[src/rtl/shared_vc_credit_tracker.sv]
// Transmit-side shared-VC credit tracker: round-robin ownership of the downstream shared buffer plus credit counting.
// Optional SHARED_CREDIT_BYPASS_EN lets a credit arriving at count 0 make shared_avail rise in the same cycle.
module shared_vc_credit_tracker #(
    parameter int num_vcs            = 4,
    parameter int shared_buffer_size = 8,
    localparam int vc_idx_width      = (num_vcs > 1) ? $clog2(num_vcs) : 1,
    localparam int cnt_width         = $clog2(shared_buffer_size + 1)
) (
    input  logic                 clk,
    input  logic                 reset,
    input  logic [num_vcs-1:0]   alloc_req,
    input  logic                 bank_grant_in,
    input  logic                 flit_valid,
    input  logic                 flit_tail,
    input  logic                 credit_for_shared_in,
    output logic                 bank_req_out,
    output logic [num_vcs-1:0]   alloc_gnt,
    output logic                 shared_vc_out,
    output logic                 shared_avail,
    output logic [cnt_width-1:0] credit_count,
    output logic                 error
);

    typedef enum logic [1:0] {IDLE, REQ, OWNED, DRAIN} state_t;

    localparam logic [cnt_width-1:0] full_count = cnt_width'(shared_buffer_size);

    state_t                  state_q, state_d;
    logic [vc_idx_width-1:0] ptr_q, ptr_d;
    logic [vc_idx_width-1:0] winner_q, winner_d;
    logic [vc_idx_width-1:0] rr_pick, scan_idx;
    logic                    rr_found;
    logic [cnt_width-1:0]    count_q, count_d;
    logic                    error_q, error_d;
    logic                    underflow, overflow, stray_flit, stray_grant;

    // Saturating credit update: a flit and a credit in the same cycle cancel out.
    function automatic logic [cnt_width-1:0] credit_next(input logic [cnt_width-1:0] cnt,
                                                         input logic take,
                                                         input logic give);
        if (take && !give)
            return (cnt == '0) ? cnt : cnt - 1'b1;
        if (give && !take)
            return (cnt == full_count) ? cnt : cnt + 1'b1;
        return cnt;
    endfunction

    assign count_d = credit_next(count_q, flit_valid, credit_for_shared_in);

    always_comb begin
        rr_pick  = ptr_q;
        rr_found = 1'b0;
        scan_idx = ptr_q;
        for (int k = 0; k < num_vcs; k++) begin
            scan_idx = vc_idx_width'((int'(ptr_q) + k) % num_vcs);
            if (!rr_found && alloc_req[scan_idx]) begin
                rr_pick  = scan_idx;
                rr_found = 1'b1;
            end
        end
    end

    assign underflow   = flit_valid && !credit_for_shared_in && (count_q == '0);
    assign overflow    = credit_for_shared_in && !flit_valid && (count_q == full_count);
    assign stray_flit  = flit_valid && (state_q != OWNED);
    assign stray_grant = bank_grant_in && (state_q != REQ);
    assign error_d     = error_q | underflow | overflow | stray_flit | stray_grant;

    always_comb begin
        state_d  = state_q;
        ptr_d    = ptr_q;
        winner_d = winner_q;
        case (state_q)
            IDLE: begin
                // Requests are only looked at here; the latched winner is served even if it drops.
                if (|alloc_req) begin
                    winner_d = rr_pick;
                    state_d  = REQ;
                end
            end
            REQ: begin
                if (bank_grant_in)
                    state_d = OWNED;
            end
            OWNED: begin
                if (flit_valid && flit_tail)
                    state_d = DRAIN;
            end
            DRAIN: begin
                if (count_d == full_count) begin
                    state_d = IDLE;
                    if (int'(winner_q) == num_vcs - 1)
                        ptr_d = '0;
                    else
                        ptr_d = winner_q + 1'b1;
                end
            end
            default: state_d = IDLE;
        endcase
    end

    always_ff @(posedge clk) begin
        if (reset) begin
            state_q  <= IDLE;
            ptr_q    <= '0;
            winner_q <= '0;
            count_q  <= full_count;
            error_q  <= 1'b0;
        end else begin
            state_q  <= state_d;
            ptr_q    <= ptr_d;
            winner_q <= winner_d;
            count_q  <= count_d;
            error_q  <= error_d;
        end
    end

    always_comb begin
        alloc_gnt = '0;
        if (state_q == OWNED)
            alloc_gnt[winner_q] = 1'b1;
    end

    assign bank_req_out  = (state_q == REQ);
    assign shared_vc_out = (state_q == OWNED);
    assign credit_count  = count_q;
    assign error         = error_q;

`ifdef SHARED_CREDIT_BYPASS_EN
    assign shared_avail = (state_q == OWNED) && ((count_q != '0) || credit_for_shared_in);
`else
    assign shared_avail = (state_q == OWNED) && (count_q != '0);
`endif

endmodule

[config.mk]
export PLATFORM = sky130hd
export DESIGN_NAME = shared_vc_credit_tracker
export DESIGN_NICKNAME = d
export VERILOG_FILES = /design/src/rtl/shared_vc_credit_tracker.sv
export SDC_FILE = /design/constraint.sdc
export NUM_CORES = 1
export LEC_CHECK = 0
export CORE_MARGIN = 4
export CORE_UTILIZATION = 30
export CTS_CLUSTER_DIAMETER = 200
export DETAILED_ROUTE_END_ITERATION = 10
export DONT_BUFFER_PORTS = 1
export PLACE_DENSITY_LB_ADDON = 0.1
export SETUP_SLACK_MARGIN = 0.05
export SLEW_MARGIN = 20
export SYNTH_ARGS = -nofsm -noshare
export SYNTH_HDL_FRONTEND = slang
export SYNTH_SLANG_ARGS = --single-unit
[constraint.sdc]
create_clock -name clk -period 5.31 [get_ports clk]
set_input_delay 0.531 -clock clk [delete_from_list [all_inputs] [get_ports clk]]
set_output_delay 0.531 -clock clk [all_outputs]
set_load 0.02 [all_outputs]
## After elaboration in Yosys (flattened, before gate mapping)

Index checks and enable logic that the tools add are counted.

- $lt $le $gt $ge: 6
- Eq/ne operators: 12
- Reduce and logical (&&, ||, !) cells: 24
- Bitwise gates (word level): 4
- Muxes and demuxes: 32
- Add/sub/neg operators: 6

Operator list:

| operator | number |
|---|---|
| $mux W4 | 7 |
| $mux W2 | 8 |
| $lt A2 B3 Y1 const B | 5 |
| $logic_and A1 B1 Y1 | 12 |
| $mux W1 | 11 |
| $bmux W1 S2 | 4 |
| $eq A4 B4 Y1 const B | 2 |
| $ne A2 B2 Y1 const B | 4 |
| $pmux W2 S4 | 1 |
| $logic_not A1 Y1 | 5 |
| $add A2 B1 Y2 const B | 2 |
| $add A2 B2 Y2 const B | 2 |
| $add A4 B1 Y4 const B | 1 |
| $eq A2 B1 Y1 const B | 2 |
| $eq A2 B2 Y1 const B | 2 |
| $logic_not A4 Y1 | 1 |
| $ne A2 B1 Y1 const B | 2 |
| $or A1 B1 Y1 | 4 |
| $reduce_and A2 Y1 | 2 |
| $reduce_and A4 Y1 | 1 |
| $reduce_bool A4 Y1 | 1 |
| $reduce_or A4 Y1 | 1 |
| $sub A4 B1 Y4 const B | 1 |
| $demux W1 S2 | 1 |
| other kinds (2) | 2 |

- Bits in registers: 11
- Output and inout bits: 12

## Logic depth before layout (Yosys ltp)

Gate-level depths: netlist of run 1.

- Word-level depth: 12
- Gate-level depth with buffers: 8
- Mapped depth without buffers: 8

## Least setup slack after synthesis of run 1

Ideal clock, no wire load.

- Kind: flip-flop to flip-flop
- Start: register count_q[1] (netlist: credit_count[1])
- End: register ptr_q[0]
- Buffers on the path: 0
- Slack: 3.037 ns
- Stages on the path, launching flop included: 9
- Data arrival time: 2.205 ns
- Cell sequence: dfxtp_1 -> inv_1 -> ha_1 -> or3b_4 -> a221oi_2 -> o211a_1 -> nand4_2 -> or3_1 -> a21oi_2

- Word-level cells in the longest chain between the ends: 8
- Elaborated cells on any way between the ends: 12

RTL lines:

| element | RTL line | text |
|---|---|---|
| start: declaration | 33 | `logic [cnt_width-1:0] count_q, count_d;` |
| start signal: assignment | 107 | `count_q <= full_count;` |
| start signal: assignment | 113 | `count_q <= count_d;` |
| $sub A4 B1 Y4 or $logic_not A4 Y1 (tied branches) | 42 | `return (cnt == '0) ? cnt : cnt - 1'b1;` |
| $mux W4 | 42 |  |
| $mux W4 | 41 | `if (take && !give)` |
| $mux W4 | 43 | `if (give && !take)` |
| $mux W4 | 45 | `return cnt;` |
| $mux W4 * | 43 |  |
| $eq A4 B4 Y1 * | 90 | `if (count_d == full_count) begin` |
| $reduce_and A2 Y1 (no source line) * | n/a |  |
| end signal: assignment | 111 | `ptr_q <= ptr_d;` |
| end: declaration | 29 | `logic [vc_idx_width-1:0] ptr_q, ptr_d;` |

Mark *: on every way between the ends. The rest lies on a longest branch, timed or not. The select of a mux whose other input is x is not followed.
A chain may end at the register's enable or synchronous reset.

## Worst setup path in the final report of run 1

Same ends and word-level chain as after synthesis.

==> impl_metrics.py, run 1 <==
metrics = {
    "synthesis": {
        "synth_commonest_cells": "11 x dfxtp_1, 11 x ha_1, 10 x inv_1, 10 x nor2_1, 8 x nor2b_1",
        "synth_enable_flop_cells": 0,
        "yosysTopAreaCell": "dfxtp_1",
        "synth_xor_area_frac": 0.0183,
        "synthSimpleGateAreaFrac": 0.325,
        "ys_async_sr_fraction": 0,
        "synth-compound-area-share": 0.206,
        "ys_seq_area_frac": 0.229,
        "synth_fp_nets": 136,
        "yosys.area.top_type_share": 0.229,
        "avgSynthCellArea_um2": 8.34,
        "synthMuxAreaShare": 0.0104,
        "syn_area_um2": 960,
        "synth_cell_types": 48,
        "ys_ff_latch": 11,
        "yosysWarningCount": 0,
        "synthAdderAreaFrac": 0.143,
        "synth_top_family_by_area": "simple AND/OR/NAND/NOR gates",
        "synth_cells": 115,
        "ys.flop_type": "dfxtp_1",
        "yosys-top-cells-area": "dfxtp_1 23%, ha_1 14%, nor2b_1 5.2%, inv_1 3.9%, nor2_1 3.9%",
    },
    "floorplan": {
        "initial_utilization": 0.314,
        "dieArea_mm2": 0.00417,
        "pin_count": 22,
        "die_w_um": 64.6,
        "dieHeight_um": 64.6,
        "rows": 20,
        "coreArea_mm2": 0.00305,
    },
    "timing": {
        "max_slew.worst_pin.slew_ns": 0.521,
        "clock.fmax_ghz": 0.401,
        "final-hold-violation-count": 0,
        "fin_crit_sh": 0.470,
        "relSlewSlack": 0.652,
        "drv_slew": 0,
        "rsz0062_at_grt": "no",
        "worst_clock_skew_ns": 0.00189,
        "finalSetupViolCount": 0,
        "fin_tns_setup_ns": 0,
        "hold_ws_ns": 0.312,
        "post-route-min-period_ns": 2.50,
    },
    "drt": {
        "drtIter0Drc": 20,
        "routedWlPerCell_um": 13.6,
        "firstDrtPassIters": 4,
        "drc_errors": 0,
        "via_per_inst": 5.15,
        "wl_met1_mm": 1.10,
        "wl_met2_um": 882,
        "met3_length_um": 135,
        "routed_wirelength_mm": 2.16,
        "vias": 819,
        "top_layer_used": "met4",
        "drtAntennaViolNets": 0,
    },
    "layout": {
        "area_delta_synth_final_pct": 5.61,
        "fin_nets": 137,
        "drive_above_1_share": 0.0957,
        "final_area_mm2": 0.00101,
        "fin_util": 0.332,
        "antenna_cells": 0,
    },
    "placement": {
        "gp_congestion": 0.820,
        "port_buffers": 0,
        "post-dp-hpwl_mm": 1.66,
        "placed_cell_area_um2": 987,
    },
    "global_route": {
        "grt_max_degree": 15,
        "grt_pass1_vias": 785,
        "grt_overflow": 0,
        "grt_pass1_wl_mm": 3.57,
        "grt_use_total": 0.107,
        "antenna_found_initial": 0,
    },
    "min_path": {
        "hold_start": "reset",
        "min_path_type": "in -> reg",
    },
    "clocking": {
        "hold_buffers": 0,
        "clk_path_buf_depth": 2,
        "clkSlewWorstSetupHoldPaths_ns": 0.08,
        "clk_latency_ns": 0.27,
        "clock_sinks": 11,
        "cts_resized": 0,
        "cts_made_buffers": 3,
        "clk_root_buffer_cell": "clkbuf_4",
        "cts_tree": "done",
        "cts_setup_buffers": 0,
        "htreeDepth": 1,
    },
    "setup_path": {
        "cp-startpoint": "credit_count[1]",
        "arrival_ns": 2.71,
        "end_kind": "register",
        "startpoint_type": "register",
        "cp_max_fo": 9,
        "crit_path_end": "ptr_q[0]",
        "r2r_setup_slack_ns": 2.81,
        "rr_startpoint": "credit_count[1]",
        "worstPathRequired_ns": 5.52,
        "worst_r2r_endpoint": "ptr_q[0]",
        "setup.worst_path.class": "reg -> reg",
        "ff2ff_path_depth": 8,
    },
    "power_and_ir_drop": {
        "p_leak_nw": 0.397,
        "power_uw": 413,
        "vdd_drop_max_uv": 126,
        "pwr_density_cell_mw_per_mm2": 407,
    },
    "job": {
        "drv_cap": 0,
    },
    "outcome": {
        "status": "finished clean",
    },
}
## per-stage QoR
stage / worst slack [ns] / cells
2_1_floorplan: 3.04 / 115
3_3_place_gp: 2.91 / 155
3_5_place_dp: 2.84 / 155
4_1_cts: 2.81 / 159
5_1_grt: 2.64 / 159
6_report: 2.81 / 159
## final cells by class
type	instances	area [um^2]
multi-input combinational	90	674
clock buffer	4	26.3
sequential	11	220
fill	335	2040
inverter	10	37.5
tap	44	55.1
## worst min path at each step
stage | cells past startpoint | slack [ns] | endpoint
floorplan | 2 | 0.45 | ptr_q[0]
global placement | 2 | 0.48 | ptr_q[0]
detailed placement | 2 | 0.48 | ptr_q[0]
CTS | 1 | 0.31 | ptr_q[0]
global route | 1 | 0.30 | ptr_q[0]
finish | 1 | 0.31 | ptr_q[0]
## placed cells by master (no fill, tap or decap), types with 2 or more instances in the layout
master    netlist  routed
ha_1           11      11
dfxtp_1        11      11
inv_1          10      10
nor2_1         10      10
nor2b_1         8       8
nand2_1         5       5
and2_1          4       4
nor3_1          4       4
a21oi_1         4       4
nand2b_1        3       3
o21ai_0         3       3
clkbuf_4        0       3
nand3b_1        2       2
nand3_1         2       2
a31oi_1         2       2
o41ai_1         2       2
nor3b_1         2       2
## worst max-delay path: stages, from the launching register on
cell,delay (ns)
dfxtp_1,0.46
inv_1,0.14
ha_1,0.25
or3b_4,0.42
a221oi_2,0.30
o211a_1,0.24
nand4_2,0.14
or3_1,0.35
a21oi_2,0.13
## state kept, by name, indices dropped and copies added (netlist names)
signal and cells:
credit_count 4, ptr_q 2, state_q 2, winner_q 2, error 1
## per-layer routing
layer | vias to the layer above | global-route usage
met5 | - | 0
met4 | 0 | 0.0475
met3 | 4 | 0.0312
met2 | 23 | 0.153
met1 | 378 | 0.147
li1 | 414 | -
## cells by family after synthesis
logic type      after synthesis
simple gates                 51
flops                        11
fa+ha+maj                    11
compound gates               25
mux                           1
buf+inv                      14
xor+xnor                      2
## where the power goes
part           internal (mW)  switching (mW)
Sequential             0.103          0.0484
Clock                 0.0290          0.0321
Combinational         0.0868           0.114
Total                  0.218           0.194
No activity file was read; power rests on OpenSTA's default activity.
==> run 2, diff against run 1 <==
clock period = 2.05 ns   (was 5.31 ns; I/O delays follow)
==> run 2 against run 1 <==
  * The flow now finishes with violations (negative hold slack, negative setup slack)
  * Core utilization rose by 6.7 points
  * Count of clock-buffer cells in the layout did not move
  * Final cell count rose by 11%
  * Worst setup slack got worse by 2.8 ns
  * Wire length rose by 19%
  * Combinational power rose to 4.4 times the previous value
  * Via count rose by 8.4%
  * Die area did not move
  * Power rose to 3.3 times the previous value
  * Maximum frequency rose by 21%
  * Clock power rose by 140%
  * Critical path type unchanged
  * Largest cell class unchanged
==> impl_metrics.py, run 2 (same netlist as run 1, synthesis figures left out) <==
metrics = {
    "setup_path": {
        "cp_max_fo": 2,
        "arrival_ns": 2.27,
        "setup.worst_path.class": "reg -> reg",
        "worstPathRequired_ns": 2.25,
        "startpoint_type": "register",
        "end_kind": "register",
    },
    "timing": {
        "relSlewSlack": 0.720,
        "drv_slew": 0,
        "clock.fmax_ghz": 0.483,
        "finalSetupViolCount": 2,
        "fin_crit_sh": 1.01,
        "worst_clock_skew_ns": 0.00585,
        "post-route-min-period_ns": 2.07,
        "fin_tns_setup_ns": -0.0367,
        "final-hold-violation-count": 3,
        "setup_ws_ns": -0.0192,
        "max_slew.worst_pin.slew_ns": 0.410,
        "rsz0062_at_grt": "yes",
        "hold_ws_ns": -0.0108,
    },
    "floorplan": {
        "pin_count": 22,
        "dieHeight_um": 64.6,
        "dieArea_mm2": 0.00417,
        "coreArea_mm2": 0.00305,
        "initial_utilization": 0.314,
        "rows": 20,
        "die_w_um": 64.6,
    },
    "clocking": {
        "htreeDepth": 1,
        "cts_tree": "done",
        "clk_root_buffer_cell": "clkbuf_4",
        "clock_sinks": 11,
        "clk_path_buf_depth": 2,
        "clk_latency_ns": 0.27,
        "cts_made_buffers": 3,
        "clkSlewWorstSetupHoldPaths_ns": 0.07,
    },
    "power_and_ir_drop": {
        "power_mw": 1.37,
        "pwr_density_cell_mw_per_mm2": 1130,
        "vdd_drop_max_uv": 435,
        "p_leak_nw": 0.510,
    },
    "layout": {
        "fin_util": 0.399,
        "final_area_mm2": 0.00122,
        "final_cells": 176,
        "fin_nets": 154,
        "largest_reg_flops": 4,
        "antenna_cells": 0,
        "layout_commonest_cell": "buf_4",
        "fill_cells": 341,
        "mostFrequentLayoutCells": "14 x buf_4, 10 x nor2_1, 10 x ha_1",
        "area_delta_synth_final_pct": 27.0,
        "drive_above_1_share": 0.265,
    },
    "drt": {
        "firstDrtPassIters": 4,
        "drtAntennaViolNets": 0,
        "via_per_inst": 5.05,
        "vias": 888,
        "routedWlPerCell_um": 14.6,
        "drtIter0Drc": 61,
        "drc_errors": 0,
        "routed_wirelength_mm": 2.58,
    },
    "job": {
        "drv_cap": 0,
    },
    "global_route": {
        "grt_overflow": 0,
        "grt_pass1_wl_mm": 4.11,
        "grt_max_degree": 15,
        "grt_use_total": 0.124,
        "grt_pass1_vias": 873,
        "antenna_found_initial": 0,
    },
    "placement": {
        "dp.cells": 166,
        "place_ws_ns": -0.0195,
        "post-dp-hpwl_mm": 1.91,
        "placed_cell_area_mm2": 0.00109,
        "port_buffers": 0,
        "gp_congestion": 0.760,
    },
    "outcome": {
        "violations": "negative hold slack, negative setup slack",
        "status": "complete, but fails checks",
    },
    "min_path": {
        "min_path_type": "in -> reg",
    },
}
[run 2: what timing repair did]
action	in CTS	in global routing
gates resized for setup	0	8
setup endpoints to repair	3	5
buffers inserted	2	1
hold buffers	2	1
endpoints found under the hold margin	7	6
pin swaps	3	2
[run 2: area by class of cell]
class,count,area (um^2),share of cell area
clock buffers,4,26.3,0.0216
repair buffers,17,135,0.111
flip-flops and latches,11,228,0.187
multi-input cells,90,734,0.603
inverters,10,40.0,0.0329
well taps,44,55.1,0.0452
[run 2: where the power goes]
| group | leakage, nW | internal [mW] | switching, mW |
|---|---|---|---|
| sequential | 0.0917 | 0.276 | 0.0607 |
| combinational | 0.403 | 0.417 | 0.469 |
| clock | 0.0150 | 0.0753 | 0.0741 |
| total | 0.510 | 0.768 | 0.604 |
[run 2: final timing paths]
check | cells after the start | to | slack, ns | from
worst max-delay path | 8 | ptr_q[0] | -0.02 | credit_count[1]
worst max register to register | 8 | ptr_q[0] | -0.02 | credit_count[1]
worst min-delay path | 1 | credit_count[0] | -0.01 | reset
worst min register to register | 2 | ptr_q[0] | 0.50 | ptr_q[0]
[run 2: critical path: stages (launching register included)]
cell and delay (ns):
dfxtp_4 0.35, inv_4 0.06, ha_4 0.12, or3b_4 0.39, a221oi_4 0.31, o211a_1 0.23, nand4_2 0.10, or3_1 0.34
a21oi_2 0.11
[run 2: per-layer routing]
layer,vias to the layer above,track usage,share of wire
met1,421,0.148,0.42
li1,448,-,-
met3,0,0.0451,0.054
met5,-,0,0
met4,0,0.0158,0
met2,19,0.216,0.53
==> run 3, diff against run 2 <==
CORE_UTILIZATION = 55   (was 30)
REMOVE_ABC_BUFFERS = 1   (was default)
==> run 3 against run 2 <==
  * Worst setup slack worse by 0.067 ns
  * Largest power group unchanged
  * Die area fell by 41%
  * Cell area shrank 5.1%
  * Critical path type unchanged
  * The flow finishes with violations (negative setup slack)
  * Final cell count shrank 15%
==> impl_metrics.py, run 3 (same netlist as run 1, synthesis figures left out) <==
metrics = {
    "floorplan": {
        "rows": 14,
        "pin_count": 22,
        "initial_utilization": 0.609,
        "coreArea_mm2": 0.00158,
        "die_w_um": 49.8,
        "dieArea_mm2": 0.00248,
        "dieHeight_um": 49.8,
    },
    "setup_path": {
        "cp_max_fo": 2,
        "path_cells": "inv_2, ha_4, or3b_4, a221oi_4, o211a_1, nand4_2, or3_1, a21oi_2",
        "setup.worst_path.class": "reg -> reg",
        "cp_top_family": "simple AND/OR/NAND/NOR gates",
        "critical_path_buf_inv_count": 1,
        "worstPathRequired_ns": 2.25,
        "r2r_setup_slack_ns": -0.09,
        "crit_path_max_incr_delay_ns": 0.39,
        "startpoint_type": "register",
        "end_kind": "register",
        "cpMaxStageDelayCell": "or3b_4",
        "arrival_ns": 2.34,
    },
    "timing": {
        "drv_slew": 0,
        "final-hold-violation-count": 0,
        "fin_tns_setup_ns": -0.239,
        "rsz0062_at_grt": "yes",
        "hold_ws_ns": 0.0257,
        "clock.fmax_ghz": 0.468,
        "setup_ws_ns": -0.0861,
        "relSlewSlack": 0.718,
        "post-route-min-period_ns": 2.14,
        "worst_clock_skew_ns": 0.00593,
        "finalSetupViolCount": 4,
        "max_slew.worst_pin.slew_ns": 0.412,
        "fin_crit_sh": 1.04,
    },
    "power_and_ir_drop": {
        "power_mw": 1.35,
        "pwr_density_cell_mw_per_mm2": 1170,
        "p_leak_nw": 0.494,
        "vdd_drop_max_uv": 799,
    },
    "clocking": {
        "clk_latency_ns": 0.27,
        "cts_made_buffers": 3,
        "clk_path_buf_depth": 2,
        "htreeDepth": 1,
        "clkSlewWorstSetupHoldPaths_ns": 0.07,
        "clk_root_buffer_cell": "clkbuf_4",
        "clock_sinks": 11,
        "cts_tree": "done",
    },
    "drt": {
        "firstDrtPassIters": 4,
        "routed_wirelength_mm": 2.43,
        "routedWlPerCell_um": 16.3,
        "drtAntennaViolNets": 0,
        "drtIter0Drc": 14,
        "drc_errors": 0,
        "via_per_inst": 6.10,
        "vias": 909,
    },
    "global_route": {
        "busiest_layer": "met2",
        "grt_overflow": 0,
        "met2_usage": 0.341,
        "grt_use_met3": 0.0873,
        "grt_max_degree": 15,
        "met1_usage": 0.264,
        "grt_pass1_wl_mm": 4.09,
        "grt_use_total": 0.214,
        "grt_pass1_vias": 874,
        "antenna_found_initial": 0,
    },
    "layout": {
        "mostFrequentLayoutCells": "14 x buf_4, 10 x nor2_1, 10 x ha_1, 10 x dfxtp_1",
        "largest_reg_flops": 4,
        "area_delta_synth_final_pct": 20.5,
        "seq_area_um2": 221,
        "multi_input_area_um2": 704,
        "antenna_cells": 0,
        "fill_cells": 120,
        "final_area_mm2": 0.00116,
        "layout_commonest_cell": "buf_4",
        "fin_nets": 155,
        "drive_above_1_share": 0.233,
    },
    "placement": {
        "placed_cell_area_mm2": 0.00102,
        "gp_congestion": 0.782,
        "post-dp-hpwl_mm": 1.65,
        "port_buffers": 0,
        "place_ws_ns": -0.0419,
    },
    "outcome": {
        "status": "complete, but fails checks",
        "violations": "negative setup slack",
    },
    "min_path": {
        "min_path_type": "in -> reg",
    },
    "job": {
        "drv_cap": 0,
    },
}
[run 3: path summary, 6_finish.rpt]
path                                 startpoint    endpoint  cells after the start
worst max-delay path            credit_count[1]    ptr_q[0]                      8
worst min-delay path                      reset  state_q[0]                      1
worst max register to register  credit_count[1]    ptr_q[0]                      8
worst min register to register         ptr_q[0]    ptr_q[0]                      2
[run 3: cell type report]
class                   count  area share
well taps                  16      0.0173
flip-flops and latches     11       0.192
clock buffers               4      0.0227
repair buffers             18       0.127
inverters                  10      0.0325
multi-input cells          90       0.609
[run 3: power by group]
part	internal (mW)	switching (mW)	leakage, nW
clock	0.0754	0.0747	0.0150
combinational	0.412	0.468	0.388
sequential	0.268	0.0488	0.0908
[run 3: what timing repair did]
action / in CTS / in global routing
endpoints found under the setup margin: 4 / 4
hold buffers: 2 / 1
endpoints found under the hold margin: 7 / 6
setup buffers: 6 / 0
pin swaps: 6 / 3
resized for setup: 5 / 3
[run 3: metrics by stage]
| stage | util | std cells |
|---|---|---|
| after floorplan | - | 111 |
| after global placement | 0.647 | 136 |
| after detailed placement | 0.647 | 136 |
| after CTS | 0.717 | 148 |
| after global routing | 0.733 | 149 |
| final | 0.733 | 149 |
[run 3: layer usage]
metal / wire length (um) / vias up / part of all wire
met5: 0 / - / 0
met4: 16 / 0 / 0.0066
met3: 177 / 4 / 0.073
met2: 1120 / 26 / 0.46
met1: 1120 / 429 / 0.46
li1: - / 450 / -
